File: config.mk
export PLATFORM = sky130hd
export DESIGN_NAME = fetch_ctrl
export DESIGN_NICKNAME = d
export VERILOG_FILES = /design/src/rtl/core_pkg.sv /design/src/rtl/sat_counter.sv /design/src/rtl/fetch_ctrl.sv
export SDC_FILE = /design/constraint.sdc
export NUM_CORES = 1
export LEC_CHECK = 0
export ABC_AREA = 1
export CORE_MARGIN = 2
export CORE_UTILIZATION = 44
export DETAILED_ROUTE_END_ITERATION = 12
export GPL_TIMING_DRIVEN = 0
export PLACE_DENSITY = 0.81
export SETUP_SLACK_MARGIN = 0.1
export SLEW_MARGIN = 20
export SYNTH_ARGS = -nofsm -noshare
export SYNTH_HDL_FRONTEND = slang
export SYNTH_HIERARCHICAL = 1
export SYNTH_SLANG_ARGS = --single-unit
File: constraint.sdc
create_clock -name clk_in -period 1.7 [get_ports clk_in]
set_clock_uncertainty 0.2 [all_clocks]
set_input_delay 0.34 -clock clk_in [delete_from_list [all_inputs] [get_ports clk_in]]
set_output_delay 0.34 -clock clk_in [all_outputs]
set_load 0.01 [all_outputs]
File: src/rtl/core_pkg.sv
// Shared fetch-side definitions: next-PC source encodings, fetch controller
// states and a PC alignment helper.
package core_pkg;

  localparam int unsigned PcWidth = 32;

  // Encoding of the next-PC mux select driven towards the datapath.
  typedef enum logic [1:0] {
    PcSrcBoot = 2'b00,
    PcSrcEpc  = 2'b01,
    PcSrcTrap = 2'b10,
    PcSrcNext = 2'b11
  } pc_src_e;

  typedef enum logic [1:0] {
    StBoot    = 2'b00,
    StRun     = 2'b01,
    StWait    = 2'b10,
    StExcWait = 2'b11
  } fetch_state_e;

  // Instructions are word aligned; low bits of any loaded PC are discarded.
  function automatic logic [PcWidth-1:0] align_pc(input logic [PcWidth-1:0] pc);
    return {pc[PcWidth-1:2], 2'b00};
  endfunction

endpackage

File: src/rtl/sat_counter.sv
// Saturating up-counter with asynchronous active-high reset.
//   clk_i   : clock
//   rst_i   : asynchronous active-high reset, clears the count
//   inc_i   : increment request for this cycle
//   count_o : current count, sticks at all-ones
module sat_counter #(
  parameter int unsigned Width = 16
) (
  input  logic             clk_i,
  input  logic             rst_i,
  input  logic             inc_i,
  output logic [Width-1:0] count_o
);

  logic [Width-1:0] count_q, count_d;

  always_comb begin
    count_d = count_q;
    if (inc_i && (count_q != {Width{1'b1}})) begin
      count_d = count_q + Width'(1);
    end
  end

  always_ff @(posedge clk_i or posedge rst_i) begin
    if (rst_i) begin
      count_q <= '0;
    end else begin
      count_q <= count_d;
    end
  end

  assign count_o = count_q;

endmodule

File: src/rtl/fetch_ctrl.sv
// Instruction fetch controller: owns the fetch PC, issues AHB-Lite fetch
// requests, selects the next-PC source and handles redirects from branches,
// traps and MRET, including misaligned branch targets.
//   clk_in              : clock
//   rst_in              : asynchronous active-high reset
//   ahb_ready_in        : HREADY of the instruction bus
//   stall_in            : decode hazard stall, holds the PC
//   branch_taken_in     : execute-stage branch/jump taken
//   misaligned_instr_in : taken-branch target has bit 1 set
//   trap_taken_in       : trap entry committed
//   mret_in             : MRET committed
//   pc_mux_in           : next-PC value chosen by pc_src_out
//   pc_src_out          : next-PC select (boot / epc / trap vector / next)
//   pc_out              : current fetch PC (HADDR)
//   fetch_req_out       : NONSEQ fetch request
//   instr_valid_out     : IF/ID holds a valid instruction
//   flush_out           : kill IF/ID and ID/EX this cycle
//   misaligned_exc_out  : request instruction-address-misaligned trap
//   stall_cnt_out       : saturating count of cycles spent waiting on the bus
module fetch_ctrl
  import core_pkg::*;
#(
  parameter logic [31:0] BOOT_ADDRESS = 32'h0000_0000,
  parameter int unsigned STALL_CNT_W  = 16
) (
  input  logic                   clk_in,
  input  logic                   rst_in,
  input  logic                   ahb_ready_in,
  input  logic                   stall_in,
  input  logic                   branch_taken_in,
  input  logic                   misaligned_instr_in,
  input  logic                   trap_taken_in,
  input  logic                   mret_in,
  input  logic [31:0]            pc_mux_in,
  output logic [1:0]             pc_src_out,
  output logic [31:0]            pc_out,
  output logic                   fetch_req_out,
  output logic                   instr_valid_out,
  output logic                   flush_out,
  output logic                   misaligned_exc_out,
  output logic [STALL_CNT_W-1:0] stall_cnt_out
);

  fetch_state_e state_q, state_d;
  logic [31:0]  pc_q, pc_d;
  logic         valid_q, valid_d;

  pc_src_e      pc_src;
  logic         flush;
  logic         misaligned_exc;
  logic         fetch_req;
  logic         advance;

  assign advance = ahb_ready_in & ~stall_in;

  // pc_src/flush/misaligned_exc must be combinational: the datapath returns
  // pc_mux_in for the selected source within the same cycle.
  always_comb begin
    state_d        = state_q;
    pc_d           = pc_q;
    valid_d        = 1'b0;
    pc_src         = PcSrcNext;
    flush          = 1'b0;
    misaligned_exc = 1'b0;
    fetch_req      = 1'b0;

    unique case (state_q)
      StBoot: begin
        pc_src  = PcSrcBoot;
        pc_d    = align_pc(pc_mux_in);
        state_d = StRun;
      end

      StRun, StWait: begin
        fetch_req = 1'b1;
        if (trap_taken_in) begin
          // Trap and MRET redirect even while decode is stalled.
          pc_src  = PcSrcTrap;
          pc_d    = align_pc(pc_mux_in);
          flush   = 1'b1;
          state_d = StRun;
        end else if (mret_in) begin
          pc_src  = PcSrcEpc;
          pc_d    = align_pc(pc_mux_in);
          flush   = 1'b1;
          state_d = StRun;
        end else if (branch_taken_in && misaligned_instr_in) begin
          // Never load the bad target; park until the CSR unit takes the trap.
          misaligned_exc = 1'b1;
          flush          = 1'b1;
          state_d        = StExcWait;
        end else if (branch_taken_in && advance) begin
          pc_d    = align_pc(pc_mux_in);
          flush   = 1'b1;
          state_d = StRun;
        end else begin
          // A stalled but ready bus still accepts the re-fetch of the same PC.
          valid_d = ahb_ready_in;
          if (advance) begin
            pc_d = align_pc(pc_mux_in);
          end
          state_d = ahb_ready_in ? StRun : StWait;
        end
      end

      StExcWait: begin
        if (trap_taken_in) begin
          pc_src  = PcSrcTrap;
          pc_d    = align_pc(pc_mux_in);
          flush   = 1'b1;
          state_d = StRun;
        end
      end

      default: state_d = StBoot;
    endcase
  end

  always_ff @(posedge clk_in or posedge rst_in) begin
    if (rst_in) begin
      state_q <= StBoot;
      pc_q    <= align_pc(BOOT_ADDRESS);
      valid_q <= 1'b0;
    end else begin
      state_q <= state_d;
      pc_q    <= pc_d;
      valid_q <= valid_d;
    end
  end

  sat_counter #(
    .Width (STALL_CNT_W)
  ) u_stall_cnt (
    .clk_i   (clk_in),
    .rst_i   (rst_in),
    .inc_i   (state_q == StWait),
    .count_o (stall_cnt_out)
  );

  assign pc_src_out         = pc_src;
  assign pc_out             = pc_q;
  assign fetch_req_out      = fetch_req;
  assign instr_valid_out    = valid_q;
  assign flush_out          = flush;
  assign misaligned_exc_out = misaligned_exc;

endmodule

=== Word-level counts from Yosys, hierarchy flattened ===
Cells that the tools add are included.

* Flip-flop bits (word level): 51
* Input port bits: 40
* Output and inout port bits: 54
* Logic and storage cells: 54

* Add/sub/neg operators: 1
* Equality and inequality tests: 7
* Multiplexer cells: 34
* Bitwise operators: 2
* Reductions and logical operators: 6

{| class="wikitable"
|+ Operators by type and width
! kind !! count
|-
| $mux W32 || 6
|-
| $pmux W32 S3 || 1
|-
| $add A16 B1 Y16 const B || 1
|-
| $mux W1 || 16
|-
| $mux W2 || 8
|-
| $ne A16 B16 Y1 const B || 1
|-
| $pmux W2 S3 || 2
|-
| $ne A5 B5 Y1 const B || 1
|-
| $eq A2 B2 Y1 const B || 2
|-
| $ne A4 B4 Y1 const B || 1
|-
| $logic_and A1 B1 Y1 || 3
|-
| $reduce_and A3 Y1 || 1
|-
| $eq A2 B1 Y1 const B || 1
|-
| $logic_not A2 Y1 || 1
|-
| $ne A2 B2 Y1 const B || 1
|-
| $pmux W1 S2 || 1
|-
| $reduce_or A2 Y1 || 1
|-
| $and A1 B1 Y1 || 1
|-
| $not A1 Y1 || 1
|}

=== Longest topological paths before layout ===
Gate-level depths: netlist (run 1).

* Word-level depth: 8
* Gate-level depth with buffers: 9
* Mapped depth without buffers: 9

=== By module ===
Netlist (run 1), hierarchy kept.

{| class="wikitable"
|+ By module, submodules not included
! module !! times used !! cells each !! area an instance (um^2)
|-
| fetch_ctrl || 1 || 171 || 1512.7
|-
| sat_counter || 1 || 146 || 1009.7
|}

=== Worst setup path after synthesis (run 1) ===
OpenSTA, ideal clock, no wires.

* Path type: flip-flop to flip-flop
* Start: register u_stall_cnt.count_q[1], in the netlist u_stall_cnt/count_o[1]
* End: register u_stall_cnt.count_q[13], in the netlist u_stall_cnt/count_o[13]
* Setup time: 0.117 ns
* Arrival: 1.338 ns
* Data required time: 1.383 ns
* Path slack: 0.045 ns
* Stages on the path, launching flop included: 10
* Buffers on the path: 1
* Clock period less this slack: 1.655 ns
* Cell sequence: dfrtp_1 ha_1 nand3_2 inv_2 nand2_2 nor2_4 nor2_4 buf_6 nand2_1 nand2_1

* Word-level cells in the longest chain between the ends: 2

{| class="wikitable"
|+ Ends and longest elaborated chain
! item !! RTL line !! RTL
|-
| from (decl) || sat_counter.sv:15 || <nowiki>logic [Width-1:0] count_q, count_d;</nowiki>
|-
| from (signal assigned) || sat_counter.sv:28 || <nowiki>count_q <= count_d;</nowiki>
|-
| branches (longest 2 deep; another with $add A16 B1 Y16) || - ||
|}

Several ways; the timed one is not identified.
A chain may end at the register's enable or synchronous reset.

=== Worst setup path in the final report (run 1) ===
* Start: register state_q[1]
* End: output port misaligned_exc_out

* Word-level cells in the longest chain between the ends: 3

{| class="wikitable"
|+ Ends and longest elaborated chain
! item !! RTL line !! RTL
|-
| from (decl) || fetch_ctrl.sv:44 || <nowiki>fetch_state_e state_q, state_d;</nowiki>
|-
| from (signal assigned) || fetch_ctrl.sv:121 || <nowiki>state_q <= StBoot;</nowiki>
|-
| from (signal assigned) || fetch_ctrl.sv:125 || <nowiki>state_q <= state_d;</nowiki>
|-
| $eq A2 B1 Y1 or $eq A2 B2 Y1 (tied branches) || fetch_ctrl.sv:67 || <nowiki>unique case (state_q)</nowiki>
|-
| $reduce_or A2 Y1 * || fetch_ctrl.sv:67 ||
|-
| $mux W1 * || fetch_ctrl.sv:67 ||
|-
| to (decl) || fetch_ctrl.sv:40 || <nowiki>output logic misaligned_exc_out,</nowiki>
|}

Mark *: on every way between the ends. The rest lies on a longest branch, timed or not.

==> impl_metrics.yaml, run 1 <==
run_status:
  outcome: "finished, violations left"
  violations: "setup timing"
drt:
  drt_iter0_drc: 135
  num_vias: 2692
  vias_per_cell: 5.08
  ant_nets: 0
  drc: 0
  wl_um: 7850
  dr.pass1.iters: 4
  wl_per_cell_um: 14.8
floorplanning:
  die_y_um: 79.7
  core-area_mm2: 0.00551
  pin_count: 94
  dieWidth_um: 79.7
  start_util_pct: 45.8
  dieArea_mm2: 0.00635
  num_rows: 27
synthesis:
  post-synth-top-area-fraction_pct: 48.6
  synth_commonest_cells: "123 x nand2_1, 49 x dfrtp_1, 42 x nand3_1"
  synth.avg_cell_area_um2: 7.96
  ys_seq_elements: 49
  synth_edf_count: 0
  synth_seq_area_share_pct: 48.6
  ys_warn_count: 6
  synthArstFlopShare_pct: 100
  yosysTopAreaCell: "dfrtp_1"
  synth_cell_types: 25
  syn-instance-count: 317
  yosys-top-cells-area: "dfrtp_1 49%, nand2_1 18%, nand3_1 8.3%"
  post-synth-top-count-cell: "nand2_1"
  ys.flop_type: "dfrtp_1"
  netlist_area_mm2: 0.00252
sta:
  finalMaxSlewViolations: 0
  finalSetupViolations: 5
  setup_ws_ns: -0.253
  rsz0062_at_grt: "true"
  slew_headroom_pct: 54.0
  layout_worst_path_cycle_share_pct: 115
  period_needed_ns: 1.95
  setup_tns_ns: -0.937
  hold_slack_ns: 0.281
  max_freq_mhz: 512
  hold_viol_final: 0
  tightest_slew_ns: 0.689
worst_hold_path:
  hold_path_class: "in -> async"
setup_path:
  cp_num_buf_inv: 2
  max_stage_delay_ns: 0.38
  cp_slowest_cell: "dfrtp_1"
  criticalPathCategory: "reg -> out"
  cp_max_fo: 5
  cp.required_ns: 1.16
  crit_arrival_ns: 1.41
  path_cells: "inv_2 > ha_4 > nand2_2 > nor2_1 > buf_2"
  critPathCaptureType: "output port"
  critical_path.startpoint_type: "flop"
  crit_family: "flip-flops"
cells_and_area:
  fillerInstances: 367
  design_area_mm2: 0.00435
  multi_input_area_mm2: 0.00148
  finalNonFillerCells: 530
  seqCellArea_mm2: 0.00123
  syn_to_final_growth_pct: 72.4
  finalCoreUtilization_pct: 79.0
  nets: 501
  drive_above_1_share_pct: 39.5
  n_antenna_cell: 0
place:
  placed_area_mm2: 0.00354
  io_buffers: 89
  place_ws_ns: -0.621
  routabilityCongestion: 0.869
  dp_hpwl_um: 4580
  placed_cells: 479
pwr:
  pwr_density_cell_mw_per_mm2: 687
  peakVddDrop_mv: 0.562
  p_leak_nw: 2.23
  finalPower_mw: 2.99
clock_tree:
  cts_tree: "built"
  clk_pin_slew_worst_paths_ns: 0.10
  clkSinkCount: 49
  numCtsBuffers: 5
  clockRootBuffer: "clkbuf_8"
  clk_latency_ns: 0.30
  ctsHtreeMaxLevel: 2
  clock_path_buffers: 2
  hold_buffers: 0
global_routing:
  grt_pass1_wl_um: 12200
  grt_pass1_vias: 2687
  grt_usage_pct: 24.5
  gr-total-overflow: 0
  grt_start_max_net_pins: 34
  antenna_found_initial: 0
flow_run:
  cap_viol_max_count: 0
[power breakdown]
group / switching (mW) / internal, mW
sequential: 0.0902 / 1.27
combinational: 0.363 / 0.380
clock: 0.410 / 0.479
total: 0.863 / 2.13
[layer usage]
metal / GRT usage [%] / routed length [µm] / vias up / part of all wire (%)
met5: 0 / 0 / - / 0
met4: 8.62 / 260 / 0 / 3.3
met3: 8.60 / 712 / 27 / 9.1
met2: 42.5 / 4010 / 116 / 51
met1: 27.9 / 2870 / 1273 / 37
li1: - / - / 1276 / -
[logic make-up after synthesis]
logic type	count (synthesis)	share of synthesized area, %
and+or+nand+nor	213	37.6
DFF	49	48.6
buffers and inverters	33	7.04
AOI/OAI and AO/OA	12	2.88
xor gates and xnor gates	5	1.74
adders and majority gates	4	1.98
other	1	0.149
[cells in the final DEF (no fill, tap or decap), drive strengths merged]
cell type      count
nand2            137
buf               63
dfrtp             49
nand3             43
dlygate4sd2       42
clkdlybuf4s50     35
nor2              26
inv               21
clkbuf             8
o21ai              8
xor2               5
ha                 4
nand4              3
nand3b             3
a21oi              3
conb               2
clkdlybuf4s15      2
nor3               1
a31oi              1
bufinv             1
clkinvlp           1
[registers in the layout, indices dropped and copies added (netlist names)]
register,flops
state_q,2
u_stall_cnt/count_o,16
pc_out,30
instr_valid_out,1
[final timing paths]
check	endpoint	depth (start not counted)	start	slack [ns]
worst max-delay path	misaligned_exc_out	5	state_q[1]$_DFFE_PP0N_	-0.25
worst min register to register	pc_out[3]$_DFFE_PP0P_	2	pc_out[3]$_DFFE_PP0P_	0.29
min in group clk_in	pc_out[3]$_DFFE_PP0P_	2	pc_out[3]$_DFFE_PP0P_	0.29
max in group asynchronous	u_stall_cnt/count_o[13]$_DFFE_PP0P_	2	rst_in	0.54
worst max register to register	u_stall_cnt/count_o[13]$_DFFE_PP0P_	10	u_stall_cnt/count_o[0]$_DFFE_PP0P_	0.01
worst min-delay path	pc_out[10]$_DFFE_PP0P_	2	rst_in	0.28
[what timing repair did]
| action | in CTS | in global routing |
|---|---|---|
| pin swaps | 19 | 20 |
| buffers inserted | 36 | 3 |
| resized for setup | 128 | 89 |
| setup endpoints to repair | 95 | 56 |
| cloned | 4 | 0 |
[cell type report]
type | instances | share of cell area [%]
plain buffers | 12 | 3.08
clock buffers | 6 | 1.90
clock inverters | 2 | 0.863
inverters | 21 | 2.10
multi-input cells | 236 | 34.1
flip-flops and latches | 49 | 28.3
well taps | 72 | 2.07
repair buffers | 132 | 27.6
Note: power is estimated with default switching activity, not from simulation.
==> run 2: changes to the inputs <==
--- a/config.mk
+++ b/config.mk
@@ -12,7 +12,7 @@
 export GPL_TIMING_DRIVEN = 0
 export PLACE_DENSITY = 0.81
 export SETUP_SLACK_MARGIN = 0.1
-export SLEW_MARGIN = 20
+export SLEW_MARGIN = 5
 export SYNTH_ARGS = -nofsm -noshare
 export SYNTH_HDL_FRONTEND = slang
 export SYNTH_HIERARCHICAL = 1
==> run 2 against run 1 <==
The flow still finishes with violations (setup timing). Global-route usage stayed put. First-iteration DRC count stayed put. Critical path depth stayed put. Utilization is 0.068 points higher. Sequential share of layout area hardly changed. Combinational power hardly changed. Maximum frequency stayed put. Via count stayed put. Sequential power hardly changed. Total power hardly changed. Hold slack better by 0.0094 ns.
==> impl_metrics.yaml, run 2 (same netlist as run 1, synthesis figures left out) <==
run_status:
  outcome: "finished, violations left"
  violations: "setup timing"
setup_path:
  critical_path.startpoint_type: "flop"
  crit_arrival_ns: 1.41
  cp.required_ns: 1.16
  critPathCaptureType: "output port"
  cp_max_fo: 5
  criticalPathCategory: "reg -> out"
drt:
  dr.pass1.iters: 4
  ant_nets: 0
  drt_iter0_drc: 135
  drc: 0
  vias_per_cell: 5.08
  wl_um: 7850
  wl_per_cell_um: 14.8
  num_vias: 2692
pwr:
  clkPwrFrac_pct: 29.7
  pwr-share-comb_pct: 24.9
  p_seq_share_pct: 45.4
  pwr_density_cell_mw_per_mm2: 687
  switchingPower_mw: 0.863
  internal-power_mw: 2.13
  peakVddDrop_mv: 0.562
  swShare_pct: 28.9
  p_leak_nw: 2.22
clock_tree:
  clock_path_buffers: 2
  clockRootBuffer: "clkbuf_8"
  clk_pin_slew_worst_paths_ns: 0.10
  clkSinkCount: 49
  numCtsBuffers: 5
  ctsHtreeMaxLevel: 2
  cts_tree: "built"
  hold_buffers: 0
  clk_latency_ns: 0.30
sta:
  max_freq_mhz: 512
  hold_slack_ns: 0.291
  layout_worst_path_cycle_share_pct: 115
  slew_headroom_pct: 52.1
  finalSetupViolations: 5
  setup_tns_ns: -0.937
  tightest_slew_ns: 0.716
  finalMaxSlewViolations: 0
  rsz0062_at_grt: "true"
  period_needed_ns: 1.95
  setup_ws_ns: -0.253
  hold_viol_final: 0
floorplanning:
  start_util_pct: 45.8
  core-area_mm2: 0.00551
  die_y_um: 79.7
  pin_count: 94
  dieArea_mm2: 0.00635
  num_rows: 27
  dieWidth_um: 79.7
place:
  placed_cells: 479
  place_ws_ns: -0.621
  io_buffers: 89
  routabilityCongestion: 0.869
  dp_hpwl_um: 4580
cells_and_area:
  nets: 501
  syn_to_final_growth_pct: 72.6
  finalNonFillerCells: 530
  finalCoreUtilization_pct: 79.1
  drive_above_1_share_pct: 39.5
  most-common-layout-cells: "72 x nand2_1, 49 x nand2_2, 45 x dfrtp_1"
  n_antenna_cell: 0
  largest_reg_flops: 30
  final_common_cell: "nand2_1"
  fillerInstances: 365
global_routing:
  grt_usage_pct: 24.5
  grt_pass1_wl_um: 12200
  antenna_found_initial: 0
  grt_pass1_vias: 2687
  gr-total-overflow: 0
  grt_start_max_net_pins: 34
flow_run:
  cap_viol_max_count: 0
worst_hold_path:
  hold_path_class: "reg -> reg"
## run 2: cell count changes in the layout (fill, tap and decap cells not counted)
cell,change
inv_2,-1
clkinvlp_4,+1
## run 2: cell type report
class                      count  area (µm²)  area share (%)
inverter                      21        95.1            2.18
timing repair buffer         132        1200            27.6
clock buffer                   6        82.6            1.90
sequential                    49        1230            28.3
multi-input combinational    236        1480            34.1
clock inverter                 2        37.5           0.862
tap                           72        90.1            2.07
buffer                        12         134            3.08
## run 2: path summary, 6_finish.rpt
path                                                    start  slack [ns]  cells past startpoint                                   to
hold reg to reg                         pc_out[3]$_DFFE_PP0P_        0.29                      2                pc_out[3]$_DFFE_PP0P_
min in group asynchronous                              rst_in        0.31                      2               pc_out[10]$_DFFE_PP0P_
hold / removal                          pc_out[3]$_DFFE_PP0P_        0.29                      2                pc_out[3]$_DFFE_PP0P_
max in group asynchronous                              rst_in        0.51                      2  u_stall_cnt/count_o[13]$_DFFE_PP0P_
setup / recovery                       state_q[1]$_DFFE_PP0N_       -0.25                      5                   misaligned_exc_out
setup reg to reg           u_stall_cnt/count_o[0]$_DFFE_PP0P_        0.01                     10  u_stall_cnt/count_o[13]$_DFFE_PP0P_
## run 2: repair_timing
item	4_1_cts	5_1_grt
gates cloned	4	0
endpoints found under the setup margin	128	56
gates resized for setup	129	89
endpoints found under the hold margin	0	0
pin swaps	19	20
setup buffers	36	3
## run 2: critical path, stage by stage, from the launching register on
cell and delay, ns:
dfrtp_1 0.38, inv_2 0.06, ha_4 0.30, nand2_2 0.07, nor2_1 0.14, buf_2 0.17
## run 2: layer usage
| metal | GRT usage [%] | vias up | wire (µm) |
|---|---|---|---|
| li1 | - | 1276 | - |
| met1 | 27.9 | 1273 | 2870 |
| met2 | 42.5 | 116 | 4010 |
| met3 | 8.60 | 27 | 712 |
| met4 | 8.62 | 0 | 260 |
| met5 | 0 | - | 0 |
## run 2: power groups by stage
stage               sequential (mW)  clock [mW]  combinational [mW]
floorplan                      1.41           0               0.244
global placement               1.36           0               0.647
detailed placement             1.36           0               0.658
CTS                            1.34       0.900               0.676
global route                   1.37       0.942               0.812
finish                         1.36       0.888               0.744
## run 2: metrics by stage
stage	power, mW	instance area (µm²)
after floorplan	1.65	2560
after global placement	2.01	3540
after detailed placement	2.02	3540
after CTS	2.91	4060
after global routing	3.12	4350
final	2.99	4350
==> run 3: changes to the inputs <==
--- a/config.mk
+++ b/config.mk
@@ -12,7 +12,7 @@
 export GPL_TIMING_DRIVEN = 0
 export PLACE_DENSITY = 0.81
 export SETUP_SLACK_MARGIN = 0.1
-export SLEW_MARGIN = 5
+export SLEW_MARGIN = 20
 export SYNTH_ARGS = -nofsm -noshare
 export SYNTH_HDL_FRONTEND = slang
 export SYNTH_HIERARCHICAL = 1
==> results of run 3 <==
Final layout, timing and power as in run 1 (identical DEF).
